<file path="src/rtl/adc_frame_sequencer.sv">
// ADC acquisition sequencer: packs ADC samples into AXI-Stream frames through a
// 2-entry skid buffer, with frame counting, run control and a sticky overflow flag.
module adc_frame_sequencer #(
    parameter int DATA_WIDTH = 32,
    parameter int CNT_WIDTH  = 32
) (
    input  logic                  aclk,
    input  logic                  aresetn,
    input  logic [CNT_WIDTH-1:0]  cfg_samples,
    input  logic [CNT_WIDTH-1:0]  cfg_frames,
    input  logic                  start,
    input  logic                  abort,
    input  logic                  clr_overflow,
    input  logic                  s_valid,
    input  logic [DATA_WIDTH-1:0] s_data,
    output logic [DATA_WIDTH-1:0] m_axis_tdata,
    output logic                  m_axis_tvalid,
    input  logic                  m_axis_tready,
    output logic                  m_axis_tlast,
    output logic                  ready,
    output logic                  frame_last,
    output logic                  running,
    output logic                  done,
    output logic                  overflow,
    output logic [CNT_WIDTH-1:0]  frame_count
);

    typedef enum logic [1:0] {IDLE, RUN, DRAIN} state_t;

    state_t                state;
    logic [CNT_WIDTH-1:0]  samples;
    logic [CNT_WIDTH-1:0]  frames;
    logic [CNT_WIDTH-1:0]  sample_cnt;
    logic                  done_pending;

    logic [DATA_WIDTH-1:0] buf_data [2];
    logic [1:0]            buf_last;
    logic                  rd_ptr;
    logic                  wr_ptr;
    logic [1:0]            count;

    logic                  pop;
    logic                  push;
    logic                  sample_tlast;
    logic                  frame_done;
    logic                  start_ok;

    assign m_axis_tvalid = (count != 2'd0);
    assign m_axis_tdata  = buf_data[rd_ptr];
    assign m_axis_tlast  = buf_last[rd_ptr];
    assign pop           = m_axis_tvalid & m_axis_tready;

    // A full buffer still accepts a sample when the head leaves in the same cycle.
    assign ready         = (state == RUN) & ((count != 2'd2) | pop);
    assign push          = ready & s_valid & ~abort;
    assign sample_tlast  = (sample_cnt == samples - CNT_WIDTH'(1));
    assign frame_done    = push & sample_tlast & (frames != '0) &
                           (frame_count + CNT_WIDTH'(1) == frames);
    assign start_ok      = (state == IDLE) & start & (cfg_samples != '0);
    assign running       = (state != IDLE);

    always_ff @(posedge aclk or negedge aresetn) begin
        if (!aresetn) begin
            buf_data[0] <= '0;
            buf_data[1] <= '0;
            buf_last    <= '0;
            rd_ptr      <= 1'b0;
            wr_ptr      <= 1'b0;
            count       <= 2'd0;
        end else begin
            if (push) begin
                buf_data[wr_ptr] <= s_data;
                buf_last[wr_ptr] <= sample_tlast;
                wr_ptr           <= ~wr_ptr;
            end
            if (pop) begin
                rd_ptr <= ~rd_ptr;
            end
            case ({push, pop})
                2'b10:   count <= count + 2'd1;
                2'b01:   count <= count - 2'd1;
                default: count <= count;
            endcase
        end
    end

    always_ff @(posedge aclk or negedge aresetn) begin
        if (!aresetn) begin
            state        <= IDLE;
            samples      <= '0;
            frames       <= '0;
            sample_cnt   <= '0;
            frame_count  <= '0;
            done_pending <= 1'b0;
            done         <= 1'b0;
            frame_last   <= 1'b0;
            overflow     <= 1'b0;
        end else begin
            done       <= 1'b0;
            frame_last <= pop & m_axis_tlast;

            // A lost sample in the same cycle as a clear keeps the flag set.
            if ((state == RUN) & s_valid & ~ready & ~abort) begin
                overflow <= 1'b1;
            end else if (clr_overflow | start_ok) begin
                overflow <= 1'b0;
            end

            case (state)
                IDLE: begin
                    if (start_ok) begin
                        samples      <= cfg_samples;
                        frames       <= cfg_frames;
                        sample_cnt   <= '0;
                        frame_count  <= '0;
                        done_pending <= 1'b0;
                        state        <= RUN;
                    end
                end
                RUN: begin
                    if (abort) begin
                        done_pending <= 1'b0;
                        state        <= DRAIN;
                    end else if (push) begin
                        if (sample_tlast) begin
                            sample_cnt  <= '0;
                            frame_count <= frame_count + CNT_WIDTH'(1);
                        end else begin
                            sample_cnt <= sample_cnt + CNT_WIDTH'(1);
                        end
                        if (frame_done) begin
                            done_pending <= 1'b1;
                            state        <= DRAIN;
                        end
                    end
                end
                DRAIN: begin
                    if (count == 2'd0) begin
                        done         <= done_pending;
                        done_pending <= 1'b0;
                        state        <= IDLE;
                    end
                end
                default: state <= IDLE;
            endcase
        end
    end

endmodule
</file>
<file path="config.mk">
export PLATFORM = sky130hd
export DESIGN_NAME = adc_frame_sequencer
export DESIGN_NICKNAME = d
export VERILOG_FILES = /design/src/rtl/adc_frame_sequencer.sv
export SDC_FILE = /design/constraint.sdc
export NUM_CORES = 1
export LEC_CHECK = 0
export ABC_AREA = 1
export CAP_MARGIN = 10
export CELL_PAD_IN_SITES_DETAIL_PLACEMENT = 0
export CELL_PAD_IN_SITES_GLOBAL_PLACEMENT = 1
export CORE_AREA = 5 5 136 235
export CTS_CLUSTER_SIZE = 28
export DETAILED_ROUTE_END_ITERATION = 16
export DIE_AREA = 0 0 141 240
export PLACE_DENSITY_LB_ADDON = 0.1
export SETUP_SLACK_MARGIN = 0.02
export SYNTH_ARGS = -nofsm -noshare
export SYNTH_HDL_FRONTEND = slang
export SYNTH_SLANG_ARGS = --single-unit
</file>
<file path="constraint.sdc">
create_clock -name aclk -period 3.8 [get_ports aclk]
set_clock_uncertainty 0.1 [all_clocks]
set_input_delay 0.76 -clock aclk [delete_from_list [all_inputs] [get_ports aclk]]
set_output_delay 0.76 -clock aclk [all_outputs]
set_load 0.02 [all_outputs]
</file>
==> metrics.md <==
| Metric | Value |
|---|---|
| Bufs on Longest Clock Path | 3 |
| Vias/cell | between 5 and 6 |
| Area of the die | 0.0338 mm^2 |
| Final Max Tran Viols | 0 |
| Vias in the first global route | 12300 |
| Worst Hold Class | input port to asynchronous set/reset pin |
| CP Max Fanout | 52 |
| Tightest Pin Transition | 826 ps |
| Core Rows | between 80 and 90 |
| Max_cap viols | 0 |
| DRT Pass-1 Iters | 7 |
| #FFs+latches synth | between 200 and 250 |
| Chip width | 141 um |
| Global-route wire length before repair | about 67000 um |
| Pin count of the biggest net entering global routing | between 70 and 80 |
| Detailed placement HPWL | 34500 um |
| P_leak | 0.00721 uW |
| Run status | finished clean |
| Final setup fails | 0 |
| Initial Utilization | between 40% and 50% |
| Fillers | slightly above 3000 |
| Cts hold-fix bufs | 0 |
| Most frequent cells in the layout | 646 x nand2_1, 230 x nor2_1, 214 x inv_1 |
| RSZ-0062 raised after global routing | false |
| Placer Congestion | 0.946 |
| Die Y | 240 um |
| Core area | ~0.03 mm^2 |
| Multi-input logic area | between 0.006 and 0.007 mm^2 |
| DRC | 0 |
| Fin crit period | 3460 ps |
| Most common cell after layout, fill and taps aside | nand2_1 |
| Number of antenna violations at the first check in global routing | 1 |
| Crit. End Element | output pin |
| Post-CTS setup buffer count | 0 |
| Cell breakdown of the critical path | buf_4, nand2_1, o21ai_0, clkdlybuf4s50_1 |
| Syn nets | 1987 |
| CTS H-tree lvls | 1 |
| Final Hold Viols | 0 |
| CTS sink cnt | ~200 |
| I/O pins | 174 |
| Post-route setup TNS | 0 ps |
| Peak VDD IR | 0.000362 V |
| Register area share after synthesis | 40.4% |
| Yosys warns | 0 |
| Cell variety after synth | 38 |
| Slew headroom | 44.9% |
| Syn avg cell area | 6.72 um^2 |
| Final worst setup slack | 337 ps |
| Post-place setup slack | 259 ps |
| Worst Setup Start Kind | flip-flop |
| Routed wire length | ~44000 um |
| Share of cells above drive strength 1 | 5.10% |
| Slowest cell delay on critical path | roughly 900 ps |
| Initial DRC Count | just over 600 |
| Placement Cell Area | around 0.015 mm^2 |
| Design Area, Final | 0.0155 mm^2 |
| PortBufs | 173 |
| Crit path DAT | around 2600 ps |
| Reg area | 0.00511 mm^2 |
| Reg clk slew, reported paths | 60 ps |
| Cells after Synth | 1880 |
| Total CTS buffers | 22 |
| Kind of critical path | flip-flop to output pin |
| Wire per inst | 17.9 um |
| Via count | ~12000 |
| GR Overflow Total | 0 |
| Worst endpoint required time | 2940 ps |
| GRT Total Usage | 25.5% |
| Final worst path period share | 91.1% |
| Worst-Skew Late Latency | 530 ps |
| DRT antenna net count | 0 |
| CTS root buffer | clkbuf_16 |
| CP max stage cell | dfrtp_2 |
| Fmax | 289 MHz |
| TritonCTS clock tree | built |
| Area delta synth->final | 23.0% |
| Pwr dens | 667 mW/mm^2 |
| NumNets Final | between 2000 and 2500 |
| Synth Cell Area | about 0.013 mm^2 |
| # resized after CTS | 0 |
sequential cells by signal (all words and copies together), names as in the netlist:
register	count
count	2
frame_last	1
state	2
buf_data	64
done_pending	1
buf_last	2
wr_ptr	1
frame_count	32
rd_ptr	1
overflow	1
done	1
samples	32
frames	32
sample_cnt	32
metrics by stage:
stage / hold WS [ps] / power [uW] / cells / util [%]
after detailed placement: 365 / 8140 / 2404 / 49.5
after CTS: 167 / 10500 / 2444 / 52.0
after floorplan: 348 / 6350 / 1880 / -
after global routing: 179 / 11100 / 2445 / 52.1
final: 143 / 10400 / 2445 / 52.1
after global placement: 362 / 8080 / 2404 / 49.5
cell families after synthesis:
logic type | Yosys count | share of synthesized area [%]
AND/OR/NAND/NOR | 1122 | 36.9
adder cells (fa/ha/maj) | 4 | 0.396
XOR/XNOR | 72 | 5.16
AO/OA/AOI/OAI | 200 | 8.36
buffers and inverters | 278 | 8.75
flip-flops | 204 | 40.4
final timing paths:
kind | from | to | slack (ps) | cells past startpoint
worst min register to register | buf_data[28] | buf_data[28] | 380 | 2
max in group asynchronous | aresetn | buf_data[1] | 2600 | 2
min in group aclk | buf_data[28] | buf_data[28] | 380 | 2
worst max-delay path | rd_ptr | m_axis_tdata[19] | 340 | 4
worst min-delay path | aresetn | sample_cnt[20] | 140 | 1
worst max register to register | samples[0] | sample_cnt[29] | 530 | 17
final cells by class:
class	instances	share of cell area (%)
Tap cell	387	3.12
Multi-Input combinational cell	1398	41.4
Inverter	220	5.31
Clock buffer	31	4.15
Sequential cell	204	32.9
Antenna cell	1	0.0161
Timing Repair Buffer	195	12.4
Clock inverter	9	0.773
cells in the mapped netlist:
cell           count  area share, %
a211oi_1           1          0.059
a21oi_1           14           0.55
and2_1             2          0.099
buf_1              2          0.059
buf_2              8           0.32
buf_4              2           0.12
buf_6              5           0.45
clkbuf_1          40            1.2
clkinv_1           2          0.059
dfrtp_1          204             40
dlygate4sd3_1      1          0.079
ha_1               4           0.40
inv_1            215            6.4
inv_2              3          0.089
nand2_1          646             19
nand2_2           10           0.50
nand2_4            1          0.089
nand3_1          140            5.5
nand3b_1          12           0.71
nand4_1           34            1.7
nor2_1           232            6.9
nor2_2            13           0.64
nor2_4             3           0.27
nor2b_1            1          0.050
nor3_1            19           0.75
nor3b_1            2           0.12
nor4_1             6           0.30
o211ai_1           1          0.059
o21ai_0          142            5.6
o21ai_1           27            1.1
o21ai_2            9           0.62
o21bai_1           5           0.30
o2bb2ai_1          1          0.069
or2_2              1          0.050
xnor2_1           17            1.2
xnor2_2            1           0.13
xnor3_1            1           0.18
xor2_1            53            3.7
layer usage:
metal,part of all wire [%],global-route usage [%]
met3,3.8,3.02
met1,36,26.2
met4,6.4,13.9
met2,54,49.4
met5,0,0
worst max-delay path: cells and delay by family, from the launching register on:
family / cells / cell delay (ps)
buffers and inverters: 2 / 970
and+or+nand+nor: 1 / 60
DFF: 1 / 910
AOI/OAI and AO/OA: 1 / 110
power breakdown:
part | internal [uW] | switching [uW] | leakage [uW]
Clock | 1330 | 948 | 0.000374
Sequential | 2870 | 692 | 0.00263
Combinational | 1670 | 2860 | 0.00421
(Power assumes the default switching activity.)
==> RTL edit: new RTL, same flow settings <==
`DATA_WIDTH`: 32 -> 36.
--- a/src/rtl/adc_frame_sequencer.sv
+++ b/src/rtl/adc_frame_sequencer.sv
@@ -3,3 +3,3 @@
 module adc_frame_sequencer #(
-    parameter int DATA_WIDTH = 32,
+    parameter int DATA_WIDTH = 36,
     parameter int CNT_WIDTH  = 32
Interface: changed (resized m_axis_tdata and s_data); port bits go from 174 to 182. The function was not compared with the original's and may differ.
==> RTL edit against the unedited design <==
Routed wire length down 5.6%. Final area increased by 3.0%. Synthesized area grew 2.1%. Total power is 3.5% higher. Cell count up 0.90%. Sequential cell count increased by 8. Global-route usage fell by 1.2 points. Register-to-register slack worse by 20 ps. Worst setup slack gained 130 ps. First-iteration DRC count shrank 8.4%. Hold slack worse by 23 ps. Critical path type unchanged. Critical endpoint is now m_axis_tdata[23]. Highest routed layer unchanged.
==> RTL edit: results (changes against the unedited design) <==
{| class="wikitable"
! Metric !! Value
|-
| Register area || 5310 um^2 (was 5110 um^2)
|-
| Maximum fanout encountered on the critical timing path || 30 (was 52)
|-
| Fillers || 3003 (was 3059)
|-
| Final standard cell count with taps included and fillers excluded || 2467 (was 2445)
|-
| Register-to-register setup slack || 510 ps (was 530 ps)
|-
| Aggregate global-route resource usage || 24.3% (was 25.5%)
|-
| I/O Buffers || 181 (was 173)
|-
| Critical Path AT || 2470 ps (was 2600 ps)
|-
| Routability congestion estimate || 0.949 (was 0.946)
|-
| Pre-CTS worst setup slack || 386 ps (was 259 ps)
|-
| Antenna violations before repair || 0 (was 1)
|-
| Worst hold slack after final layout || 120 ps (was 143 ps)
|-
| Stage delay of the slowest cell on the critical path || 690 ps (was 910 ps)
|-
| Static Leakage || 7.56 nW (was 7.21 nW)
|-
| Total length of routed met2 wires || 22800 um (was 23800 um)
|-
| Relative slew margins || 52.6% (was 44.9%)
|-
| WL met1 || 15500 um (was 15600 um)
|-
| Post-synth net total || 2003 (was 1987)
|-
| Placed Instance Area || 15200 um^2 (was 14800 um^2)
|-
| Final net count || 2176 (was 2148)
|-
| Cell types occupying the most area after synthesis || sky130_fd_sc_hd__dfrtp_1, sky130_fd_sc_hd__nand2_1, sky130_fd_sc_hd__nor2_1 (unchanged)
|-
| Endpoint of the most critical register-to-register path || frame_count[13] (was sample_cnt[29])
|-
| WL per Instance || 16.8 um (was 17.9 um)
|-
| Fraction of the yosys area taken by sequential cells || 41.2% (was 40.4%)
|-
| Status || completed (unchanged)
|}
## RTL edit: cell types whose count changed after synthesis, moves of 4 or more
cell,unedited run,this run
sky130_fd_sc_hd__nor2_4,3,7
sky130_fd_sc_hd__a21oi_1,14,31
sky130_fd_sc_hd__o21ai_2,9,0
sky130_fd_sc_hd__nand3_1,140,124
sky130_fd_sc_hd__nor2_2,13,8
sky130_fd_sc_hd__buf_1,2,7
sky130_fd_sc_hd__nand2_1,646,678
sky130_fd_sc_hd__inv_1,215,207
sky130_fd_sc_hd__nor2_1,232,212
sky130_fd_sc_hd__nand2_2,10,5
sky130_fd_sc_hd__nand4_1,34,47
sky130_fd_sc_hd__o21ai_1,27,11
sky130_fd_sc_hd__dfrtp_1,204,212
## RTL edit: where the power goes
part           internal, W  switching [W]  total [W]
Sequential         0.00300       0.000575    0.00358
Combinational      0.00177        0.00300    0.00477
Clock              0.00139       0.000988    0.00238
## RTL edit: final cells by class
class / instances / share of cell area (%)
Clock buffer: 29 / 4.18
Timing Repair Buffer: 205 / 13.0
Multi-Input combinational cell: 1410 / 40.8
Inverter: 212 / 4.98
Sequential cell: 212 / 33.2
Clock inverter: 12 / 0.845
Tap cell: 387 / 3.03
## RTL edit: how the worst max path moves through the flow
| stage | start | endpoint | slack [ps] | cells past startpoint |
|---|---|---|---|---|
| after global routing | samples[0] | frame_count[12] | 250 | 17 |
| final | rd_ptr | m_axis_tdata[23] | 470 | 4 |
| after floorplan | samples[0] | frame_count[2] | 1280 | 18 |
| after CTS | rd_ptr | m_axis_tdata[34] | 440 | 4 |
| after global placement | cfg_samples[9] | sample_cnt[5] | 440 | 10 |
| after detailed placement | cfg_samples[9] | sample_cnt[6] | 390 | 11 |
